### src/rtl/move_scheduler_pkg.sv
// Shared definitions for the move scheduler.
//   STEP_THRESHOLD  : value subtracted from the DDA accumulator on every step
//   BUFFER_BITS_DEF : default log2 depth of the segment buffer
//   state_t         : scheduler FSM encodings
package move_scheduler_pkg;

  localparam logic [63:0] STEP_THRESHOLD  = 64'h7fffffffffffff9b;
  localparam int          BUFFER_BITS_DEF = 1;

  typedef enum logic [1:0] {
    ST_IDLE = 2'd0,
    ST_LOAD = 2'd1,
    ST_RUN  = 2'd2
  } state_t;

endpackage

### src/rtl/move_scheduler_if.sv
// Segment write channel from the SPI command decoder.
//   wr_valid     : segment write request
//   wr_ready     : buffer has room
//   wr_dir       : segment direction
//   wr_duration  : segment length in ticks (unsigned)
//   wr_increment : initial per-tick accumulator increment (signed)
//   wr_incinc    : per-tick increment delta (signed)
interface move_scheduler_if #(
  parameter int DW = 64
);
  logic          wr_valid;
  logic          wr_ready;
  logic          wr_dir;
  logic [DW-1:0] wr_duration;
  logic [DW-1:0] wr_increment;
  logic [DW-1:0] wr_incinc;

  modport master (output wr_valid, wr_dir, wr_duration, wr_increment, wr_incinc,
                  input  wr_ready);
  modport slave  (input  wr_valid, wr_dir, wr_duration, wr_increment, wr_incinc,
                  output wr_ready);
endinterface

### src/rtl/move_scheduler_seg_fifo.sv
// Ring buffer holding queued move segments.
//   CLK, resetn : clock, async active-low reset
//   push, pop   : enqueue din / dequeue head
//   flush       : drop all entries (wins over push/pop)
//   din, dout   : entry in / head entry out
//   level       : occupied entries
//   full        : level == depth
module move_scheduler_seg_fifo #(
  parameter int BUFFER_BITS = 1,
  parameter int WIDTH       = 8
) (
  input  logic                 CLK,
  input  logic                 resetn,
  input  logic                 push,
  input  logic                 pop,
  input  logic                 flush,
  input  logic [WIDTH-1:0]     din,
  output logic [WIDTH-1:0]     dout,
  output logic [BUFFER_BITS:0] level,
  output logic                 full
);
  localparam int DEPTH = 2 ** BUFFER_BITS;

  logic [WIDTH-1:0]       mem [DEPTH];
  logic [BUFFER_BITS-1:0] wr_ptr;
  logic [BUFFER_BITS-1:0] rd_ptr;

  // storage is not reset; contents are meaningless until written
  always_ff @(posedge CLK) begin
    if (push) mem[wr_ptr] <= din;
  end

  always_ff @(posedge CLK or negedge resetn) begin
    if (!resetn) begin
      wr_ptr <= '0;
      rd_ptr <= '0;
      level  <= '0;
    end else if (flush) begin
      wr_ptr <= '0;
      rd_ptr <= '0;
      level  <= '0;
    end else begin
      if (push) wr_ptr <= wr_ptr + BUFFER_BITS'(1);
      if (pop)  rd_ptr <= rd_ptr + BUFFER_BITS'(1);
      case ({push, pop})
        2'b10:   level <= level + (BUFFER_BITS+1)'(1);
        2'b01:   level <= level - (BUFFER_BITS+1)'(1);
        default: ;
      endcase
    end
  end

  assign dout = mem[rd_ptr];
  assign full = (level == (BUFFER_BITS+1)'(DEPTH));

endmodule

### src/rtl/move_scheduler.sv
// Buffered move sequencer for the single-axis DDA step generator.
// Queues segments in a ring buffer and executes them back-to-back at a
// programmable tick rate, producing step/dir for the H-bridge driver.
//   CLK, resetn    : clock, async active-low reset
//   wr             : segment write channel (slave modport)
//   clock_divisor  : CLK cycles per tick, 0 behaves as 1
//   abort          : synchronous flush and stop
//   step, dir      : step pulse and current direction
//   busy           : a segment is executing
//   segment_done   : one-cycle pulse when a segment retires
//   level          : occupied buffer entries
// Build option: STEP_PULSE_STRETCH_EN holds step high from a stepping tick
// until the next tick (or segment end) instead of a one-cycle pulse.
//
// state | meaning
// IDLE  | buffer empty, nothing executing
// LOAD  | pop head segment, latch its parameters
// RUN   | divide clock into ticks, advance DDA each tick
module move_scheduler
  import move_scheduler_pkg::*;
#(
  parameter int BUFFER_BITS = BUFFER_BITS_DEF,
  parameter int DW          = 64,
  parameter int DIV_W       = 8
) (
  input  logic                 CLK,
  input  logic                 resetn,
  move_scheduler_if.slave      wr,
  input  logic [DIV_W-1:0]     clock_divisor,
  input  logic                 abort,
  output logic                 step,
  output logic                 dir,
  output logic                 busy,
  output logic                 segment_done,
  output logic [BUFFER_BITS:0] level
);
  localparam int EW = 1 + 3 * DW;

  state_t         state, state_next;
  logic           push, pop, full;
  logic [EW-1:0]  fifo_dout;
  logic           head_dir;
  logic [DW-1:0]  head_dur, head_inc, head_incinc;

  logic [DW-1:0]    acc, inc_r, seg_inc, seg_incinc, tickdown;
  logic [DW-1:0]    inc_next, sum;
  logic [DIV_W-1:0] divcnt, div_lat, div_eff;
  logic             first, tick, last, pos;
`ifdef STEP_PULSE_STRETCH_EN
  logic             step_hold;
`endif

  // abort drops a same-cycle write
  assign push        = wr.wr_valid & wr.wr_ready & ~abort;
  assign wr.wr_ready = ~full;

  move_scheduler_seg_fifo #(
    .BUFFER_BITS (BUFFER_BITS),
    .WIDTH       (EW)
  ) u_seg_fifo (
    .CLK    (CLK),
    .resetn (resetn),
    .push   (push),
    .pop    (pop),
    .flush  (abort),
    .din    ({wr.wr_dir, wr.wr_duration, wr.wr_increment, wr.wr_incinc}),
    .dout   (fifo_dout),
    .level  (level),
    .full   (full)
  );

  assign {head_dir, head_dur, head_inc, head_incinc} = fifo_dout;

  // divisor is re-sampled at LOAD and at every tick, so a change lands
  // on the following tick period
  assign div_eff  = (clock_divisor == '0) ? DIV_W'(1) : clock_divisor;
  assign tick     = (state == ST_RUN) && (divcnt == div_lat - DIV_W'(1));
  assign last     = (tickdown == DW'(1));
  assign inc_next = first ? seg_inc : inc_r + seg_incinc;
  assign sum      = acc + inc_next;
  assign pos      = ~sum[DW-1] & (|sum);

  always_ff @(posedge CLK or negedge resetn) begin
    if (!resetn) state <= ST_IDLE;
    else         state <= state_next;
  end

  always_comb begin
    state_next = state;
    case (state)
      ST_IDLE: if (level != '0) state_next = ST_LOAD;
      ST_LOAD: state_next = (head_dur == '0) ? ST_IDLE : ST_RUN;
      ST_RUN:  if (tick && last) state_next = (level != '0) ? ST_LOAD : ST_IDLE;
      default: state_next = ST_IDLE;
    endcase
    if (abort) state_next = ST_IDLE;
  end

  always_comb begin
    pop          = (state == ST_LOAD);
    segment_done = ((state == ST_LOAD) && (head_dur == '0)) || (tick && last);
`ifdef STEP_PULSE_STRETCH_EN
    step         = (state == ST_RUN) && (tick ? pos : step_hold);
`else
    step         = tick && pos;
`endif
  end

  always_ff @(posedge CLK or negedge resetn) begin
    if (!resetn) begin
      acc        <= '0;
      inc_r      <= '0;
      seg_inc    <= '0;
      seg_incinc <= '0;
      tickdown   <= '0;
      divcnt     <= '0;
      div_lat    <= DIV_W'(1);
      first      <= 1'b0;
      dir        <= 1'b0;
      busy       <= 1'b0;
`ifdef STEP_PULSE_STRETCH_EN
      step_hold  <= 1'b0;
`endif
    end else if (abort) begin
      acc        <= '0;
      divcnt     <= '0;
      first      <= 1'b0;
      busy       <= 1'b0;
`ifdef STEP_PULSE_STRETCH_EN
      step_hold  <= 1'b0;
`endif
    end else begin
`ifdef STEP_PULSE_STRETCH_EN
      if (state != ST_RUN) step_hold <= 1'b0;
      else if (tick)       step_hold <= pos;
`endif
      case (state)
        ST_LOAD: begin
          tickdown   <= head_dur;
          dir        <= head_dir;
          seg_inc    <= head_inc;
          seg_incinc <= head_incinc;
          first      <= 1'b1;
          divcnt     <= '0;
          div_lat    <= div_eff;
          busy       <= (head_dur != '0);
        end
        ST_RUN: begin
          if (tick) begin
            divcnt   <= '0;
            div_lat  <= div_eff;
            first    <= 1'b0;
            inc_r    <= inc_next;
            acc      <= pos ? sum - DW'(STEP_THRESHOLD) : sum;
            tickdown <= tickdown - DW'(1);
            // busy stays up across a chained LOAD
            if (last) busy <= (level != '0);
          end else begin
            divcnt   <= divcnt + DIV_W'(1);
          end
        end
        default: ;
      endcase
    end
  end

endmodule

### src/flat_wrapper.sv
// flat-port wrapper written by rule: the top's interface ports become plain ports
module move_scheduler_flat import move_scheduler_pkg::*;
#(
  parameter int BUFFER_BITS = BUFFER_BITS_DEF,
  parameter int DW          = 64,
  parameter int DIV_W       = 8
)
  (CLK, resetn, clock_divisor, abort, step, dir, busy, segment_done, level, wr_wr_valid, wr_wr_dir, wr_wr_duration, wr_wr_increment, wr_wr_incinc, wr_wr_ready);
  move_scheduler_if #(.DW(DW)) wr_i ();
  input  logic CLK;
  input  logic resetn;
  input  logic [DIV_W-1:0] clock_divisor;
  input  logic abort;
  output logic step;
  output logic dir;
  output logic busy;
  output logic segment_done;
  output logic [BUFFER_BITS:0] level;
  input wire logic [$bits(wr_i.wr_valid)-1:0] wr_wr_valid;
  input wire logic [$bits(wr_i.wr_dir)-1:0] wr_wr_dir;
  input wire logic [$bits(wr_i.wr_duration)-1:0] wr_wr_duration;
  input wire logic [$bits(wr_i.wr_increment)-1:0] wr_wr_increment;
  input wire logic [$bits(wr_i.wr_incinc)-1:0] wr_wr_incinc;
  output wire logic [$bits(wr_i.wr_ready)-1:0] wr_wr_ready;
  assign wr_i.wr_valid = wr_wr_valid;
  assign wr_i.wr_dir = wr_wr_dir;
  assign wr_i.wr_duration = wr_wr_duration;
  assign wr_i.wr_increment = wr_wr_increment;
  assign wr_i.wr_incinc = wr_wr_incinc;
  assign wr_wr_ready = wr_i.wr_ready;
  move_scheduler #(.BUFFER_BITS(BUFFER_BITS), .DW(DW), .DIV_W(DIV_W)) u_core (.CLK(CLK), .resetn(resetn), .wr(wr_i), .clock_divisor(clock_divisor), .abort(abort), .step(step), .dir(dir), .busy(busy), .segment_done(segment_done), .level(level));
endmodule
### config.mk
export PLATFORM = sky130hd
export DESIGN_NAME = move_scheduler_flat
export DESIGN_NICKNAME = d
export VERILOG_FILES = /design/src/rtl/move_scheduler_pkg.sv /design/src/rtl/move_scheduler_if.sv /design/src/rtl/move_scheduler_seg_fifo.sv /design/src/rtl/move_scheduler.sv /design/src/flat_wrapper.sv
export SDC_FILE = /design/constraint.sdc
export NUM_CORES = 1
export LEC_CHECK = 0
export BUFFER_PORTS_ARGS = -buffer_cell sky130_fd_sc_hd__buf_2
export CAP_MARGIN = 20
export CORE_ASPECT_RATIO = 1.75
export CORE_MARGIN = 2
export CORE_UTILIZATION = 30
export CTS_CLUSTER_SIZE = 14
export DETAILED_ROUTE_END_ITERATION = 10
export GPL_TIMING_DRIVEN = 0
export HOLD_SLACK_MARGIN = 0.06
export PLACE_DENSITY_LB_ADDON = 0.25
export REMOVE_ABC_BUFFERS = 1
export SKIP_CTS_REPAIR_TIMING = 1
export SYNTH_ARGS = -nofsm -noshare
export SYNTH_HDL_FRONTEND = slang
export SYNTH_SLANG_ARGS = --single-unit
### constraint.sdc
create_clock -name CLK -period 18.2 [get_ports CLK]
set_input_delay 0.91 -clock CLK [delete_from_list [all_inputs] [get_ports CLK]]
set_output_delay 0.91 -clock CLK [all_outputs]
set_load 0.02 [all_outputs]
Word-level counts from Yosys, hierarchy flattened
Memories as Yosys holds them, arrays and structs flattened.
Index checks and enable logic that the tools add are counted.
{"block": "word_totals", "regBits": 345, "mem_bits_rw": 386, "inputBits": 205, "n_memories": 1}
{"block": "classes", "addsub": 10, "n_eq_ne": 12, "muxes": 34, "bitwise_logic": 6, "reduce_logical": 25}
{"name": "u_core.u_seg_fifo.mem", "depth": 2, "width": 193, "rd": 1, "rd_ports_with_merged_regs": 0, "wr": 1, "line": "move_scheduler_seg_fifo.sv:24", "text": "logic [WIDTH-1:0] mem [DEPTH];"}
{"operator": "$mux 64", "count": 6}
{"operator": "$add 64x64->64", "count": 2}
{"operator": "$pmux 64 s2", "count": 1}
{"operator": "$eq 64x1->1 const B", "count": 1}
{"operator": "$logic_not 64->1", "count": 1}
{"operator": "$reduce_bool 64->1", "count": 1}
{"operator": "$reduce_or 64->1", "count": 1}
{"operator": "$sub 64x1->64 const B", "count": 1}
{"operator": "$sub 64x63->64 const B", "count": 1}
{"operator": "$mux 8", "count": 4}
{"operator": "$pmux 8 s2", "count": 2}
{"operator": "$mux 1", "count": 12}
{"operator": "$reduce_bool 2->1", "count": 6}
{"operator": "$mux 2", "count": 5}
{"operator": "$ne 3x2->1 const B", "count": 3}
{"operator": "$reduce_and 3->1", "count": 3}
{"operator": "$add 8x1->8 const B", "count": 1}
{"operator": "$eq 8x8->1", "count": 1}
{"operator": "$logic_not 8->1", "count": 1}
{"operator": "$reduce_and 2->1", "count": 4}
{"operator": "$sub 8x1->8 const B", "count": 1}
{"operator": "$eq 2x2->1 const B", "count": 3}
{"operator": "$pmux 2 s3", "count": 1}
{"operator": "$reduce_bool 3->1", "count": 2}
{"operator": "13 further kinds", "count": 23}

Depth between registers and ports, before layout
{"block": "logic_depth", "ltp_word": 9, "ltp_mapped": 32, "mapped_depth_nobuf": 30}

Modules after synthesis
Synthesis repeated with hierarchy kept, for this count alone.
{"block": "hier_totals", "hier_cells": 4010, "area_unflattened_um2": 40695.3}
{"mod": "move_scheduler", "n_inst": 1, "cells_per_inst": 3389, "area_per_inst_um2": 25896.1, "seq_area_each_um2": 8534.4}
{"mod": "move_scheduler_seg_fifo", "n_inst": 1, "cells_per_inst": 621, "area_per_inst_um2": 14799.2, "seq_area_each_um2": 11691.2}

Worst setup path before layout
OpenSTA, ideal clock, no wires.
{"block": "synth_timing", "path_type": "input-to-reg", "startpoint": "input port abort", "endpoint": "memory u_core.u_seg_fifo.mem[1][0] (netlist name), enable pin", "setup_ns": 1.022, "arrival_time_ns": 15.094, "required_ns": 17.178, "path_slack_ns": 2.084, "stages": 2, "n_path_buf": 1, "cell_sequence": "clkbuf_1 > nor3b_1"}
{"block": "synth_between", "elab_chain_cells": 4}
{"element": "from (decl)", "line": "flat_wrapper.sv:13", "text": "input logic abort;"}
{"element": "$not 1->1 (no line)"}
{"element": "$and 1x1->1", "line": "move_scheduler.sv:54", "text": "assign push = wr.wr_valid & wr.wr_ready & ~abort;"}
{"element": "$mux 1", "line": "move_scheduler_seg_fifo.sv:30", "text": "if (push) mem[wr_ptr] <= din;"}
{"element": "$mux 1 (implied by the code)", "line": "move_scheduler_seg_fifo.sv:30"}
{"element": "to (decl)", "line": "move_scheduler_seg_fifo.sv:24"}
No other way between the ends.

Final worst setup path
{"block": "layout_timing", "startpoint": "register u_core.seg_incinc[1]", "endpoint": "output port step"}
{"block": "layout_between", "elab_chain_cells": 6, "elab_cells_between_ends": 7, "cone_classes": "2 x add/sub; 1 x mux; 2 x bitwise; 2 x reduce/logical"}
{"element": "from (decl)", "line": "move_scheduler.sv:45", "text": "logic [DW-1:0] acc, inc_r, seg_inc, seg_incinc, tickdown;"}
{"element": "from (signal assigned)", "line": "move_scheduler.sv:142", "text": "seg_incinc <= head_incinc;"}
{"element": "$add 64x64->64 (*)", "line": "move_scheduler.sv:79", "text": "assign inc_next = first ? seg_inc : inc_r + seg_incinc;"}
{"element": "$mux 64 (*)", "line": "move_scheduler.sv:79"}
{"element": "via u_core.inc_next[35]", "line": "move_scheduler.sv:46", "text": "logic [DW-1:0] inc_next, sum;"}
{"element": "$add 64x64->64 (*)", "line": "move_scheduler.sv:80", "text": "assign sum = acc + inc_next;"}
{"element": "$reduce_or 64->1 or $not 1->1 (tied branches)", "line": "move_scheduler.sv:81", "text": "assign pos = ~sum[DW-1] & (|sum);"}
{"element": "$and 1x1->1 (*)", "line": "move_scheduler.sv:81"}
{"element": "$logic_and 1x1->1 (*)", "line": "move_scheduler.sv:105", "text": "step = tick && pos;"}
{"element": "to (decl)", "line": "flat_wrapper.sv:14", "text": "output logic step;"}
Mark *: on every way through the listed nets, which the timed path passes. The rest lies on a longest branch.

==> impl_results.md <==
- Worst slew pin tran: between 1 and 1.5 ns
- Vias in the first global route: 28500
- Initial DRT Pass Iterations: 7
- Highest Clock Rate: 0.0903 GHz
- Commonest cells after routing, fill and taps aside: 435 x nand2_1, 386 x edfxtp_1, 346 x o21ai_0
- Most common cell on crit path: a211oi_1
- Core footprint: 127000 um2
- Port Buf Inserts: 211
- Yosys top cell area share: between 30% and 40%
- Worst Setup End Kind: output port
- Most common library cell in the layout ignoring fill and taps: nand2_1
- Antenna violations before repair: 28
- Clk sink count: 731
- Rows: approximately 170
- Initial DRC count: 1467
- Mapped Area: 38200 um2
- Worst path max stage delay: just under 0.8 ns
- Ratio of cells with drive above 1 in the final layout: 15.0%
- Largest net degree at the start of global routing: 99
- Pwr dens: 145 nW/um2
- Slew Limit Fails: 0
- Top Ports: ~210
- First-pass GRT wire length: 169000 um
- Hold Violations, Final: 0
- Headroom to the max-slew limit: about 28%
- Data required time of the worst path: between 15 and 20 ns
- Critical path type: flip-flop to output port
- Crit path launch type: flip-flop
- Initial Utilization: 30.2%
- Detail Route Antenna Nets: 0
- Register area share after synthesis: between 50 and 60%
- Leading area contributor after synthesis: edfxtp_1
- Die width: 274 um
- Ys Warns: 0
- Die Y: 476 um
- Vias/cell: 5.08
- Max-cap violation count: 0
- RSZ-0062 raised after global routing: no
- VDD IR max: roughly 0.00011 V
- Num CTS Buffers: 77
- Nets@finish: 4099
- Critical path arrival: between 10 and 15 ns
- Bufs and invs on worst path: 2
- Top post-synthesis cells by area: edfxtp_1 30%, dfrtp_1 23%, mux2i_1 4.7%
- Synth async-reset ratio: around 47%
- Syn-to-layout area delta: 16.4%
- Htree depth: 3
- CTS tree: built
- Number of synthesized flops with an enable pin: 386
- Period utilisation layout: roughly three fifths
- CP delay by family, top: compound AO/OA/AOI/OAI gates
- Later-pin clock latency in the skew report: 0.68 ns
- GRT Total Usage: 16.8%
- Fillers: 12800
- CTS max path bufs: 3
- Synth unique cells: 96
- Hold Path Class: input port to asynchronous set/reset pin
- Seq cells post-synth: 731
- Status: completed
- Syn avg cell area: 10.7 um2
- Non-Filler Cell Area, Final: 44500 um2
- Worst path slowest cell: o41ai_4
- GP Congestion: slightly above 0.9
- Synth Flop Type: edfxtp_1
- Final Skew: ~0.030 ns
- CTS root buffer: clkbuf_16
- LEAKAGE: ~18 nW
- Synth Instances: around 3600
- Final setup vio count: 0
- Period minus WS final: 11.07 ns
- Dpl hpwl: 83200 um
- DRC: 0
- GRT Residual Overflow: 0
- Clock transition at path regs: roughly 0.06 ns
- Post-DP Area: about 42000 um2
- Setup ws final: 7.13 ns
- Routed len/inst: 20.1 um
- Total number of vias: 27900
- Crit path max fanout: 14
- Routed WL: 110000 um
- Place WS: 7.87 ns
- Die ar.: 130000 um2
## synthesized netlist by cell type (52+ instances only)
cell type / number
mux2_2: 102
inv_1: 53
xor2_1: 76
a21oi_1: 199
nand2_1: 437
ha_1: 137
nand4_1: 52
clkbuf_1: 114
o21ai_0: 346
dfrtp_1: 344
xnor2_1: 111
nor3_1: 68
edfxtp_1: 386
nand3_1: 92
a21o_1: 75
nor2_1: 199
mux2i_1: 178
## per-stage QoR
step	hold slack (ns)	power, mW	cells	TNS (ns)	util [%]
after global routing	0.235	6.86	5482	0	35.1
final	0.214	6.44	5483	0	35.1
after floorplan	0.442	4.13	3397	0	-
after global placement	0.465	5.03	5270	-3105.64	32.2
after detailed placement	0.467	4.81	5337	0	33.0
after CTS	0.198	6.54	5480	0	35.1
## flip-flops by register name, summed over array words and instances, names as in the netlist
| signal | flops |
|---|---|
| u_core.seg_incinc | 64 |
| u_core.busy | 1 |
| u_core.first | 1 |
| u_core.inc_r | 64 |
| u_core.u_seg_fifo.level | 2 |
| u_core.dir | 1 |
| u_core.acc | 64 |
| u_core.u_seg_fifo.wr_ptr | 1 |
| u_core.seg_inc | 64 |
| u_core.div_lat | 8 |
| u_core.divcnt | 8 |
| u_core.u_seg_fifo.mem | 386 |
| u_core.tickdown | 64 |
| u_core.u_seg_fifo.rd_ptr | 1 |
| u_core.state | 2 |
## worst paths after layout
path                                      start                            end  slack, ns  cells after the start
min in group CLK             wr_wr_duration[48]  u_core.u_seg_fifo.mem[0][176]       0.42                      1
min                                      resetn                     u_core.dir       0.21                      1
max reg2reg                u_core.seg_incinc[1]                 u_core.acc[32]       8.15                     29
max                        u_core.seg_incinc[1]                           step       7.13                     28
max in group asynchronous                resetn       u_core.u_seg_fifo.rd_ptr      16.50                      3
min reg2reg                          u_core.dir                     u_core.dir       0.48                      2
## report_power, final
part           internal (mW)  leakage, nW  total (mW)  switching (mW)
Sequential              2.08         7.98        2.34           0.254
Combinational          0.901         8.34        2.42            1.52
Clock                  0.978         1.28        1.68           0.703
Total                   3.96         17.6        6.44            2.47
## per-layer routing
metal,part of all wire [%],vias up,GRT usage (%)
met5,0.24,-,0
met4,4.5,38,7.76
met3,3.7,227,2.84
met2,55,506,32.4
met1,37,13500,17.3
li1,-,13600,-
## cell type report
cell class	instances	area, um2	area share, %
diodes	2	5.00	0.0112
repair buffers	279	2080	4.68
inverters	53	199	0.447
multi-input cells	2613	17300	38.8
well taps	1662	2080	4.67
flip-flops and latches	731	20200	45.5
clock inverters	47	581	1.30
clock buffers	96	2080	4.67
## cells by family after synthesis
kind of cell,share of synthesized area (%)
fa+ha+maj,4.59
xor+xnor,4.33
simple gates,13.6
mux,7.67
buf+inv,2.19
compound gates,14.7
flops,52.9
Note: power is estimated with default switching activity, not from simulation.
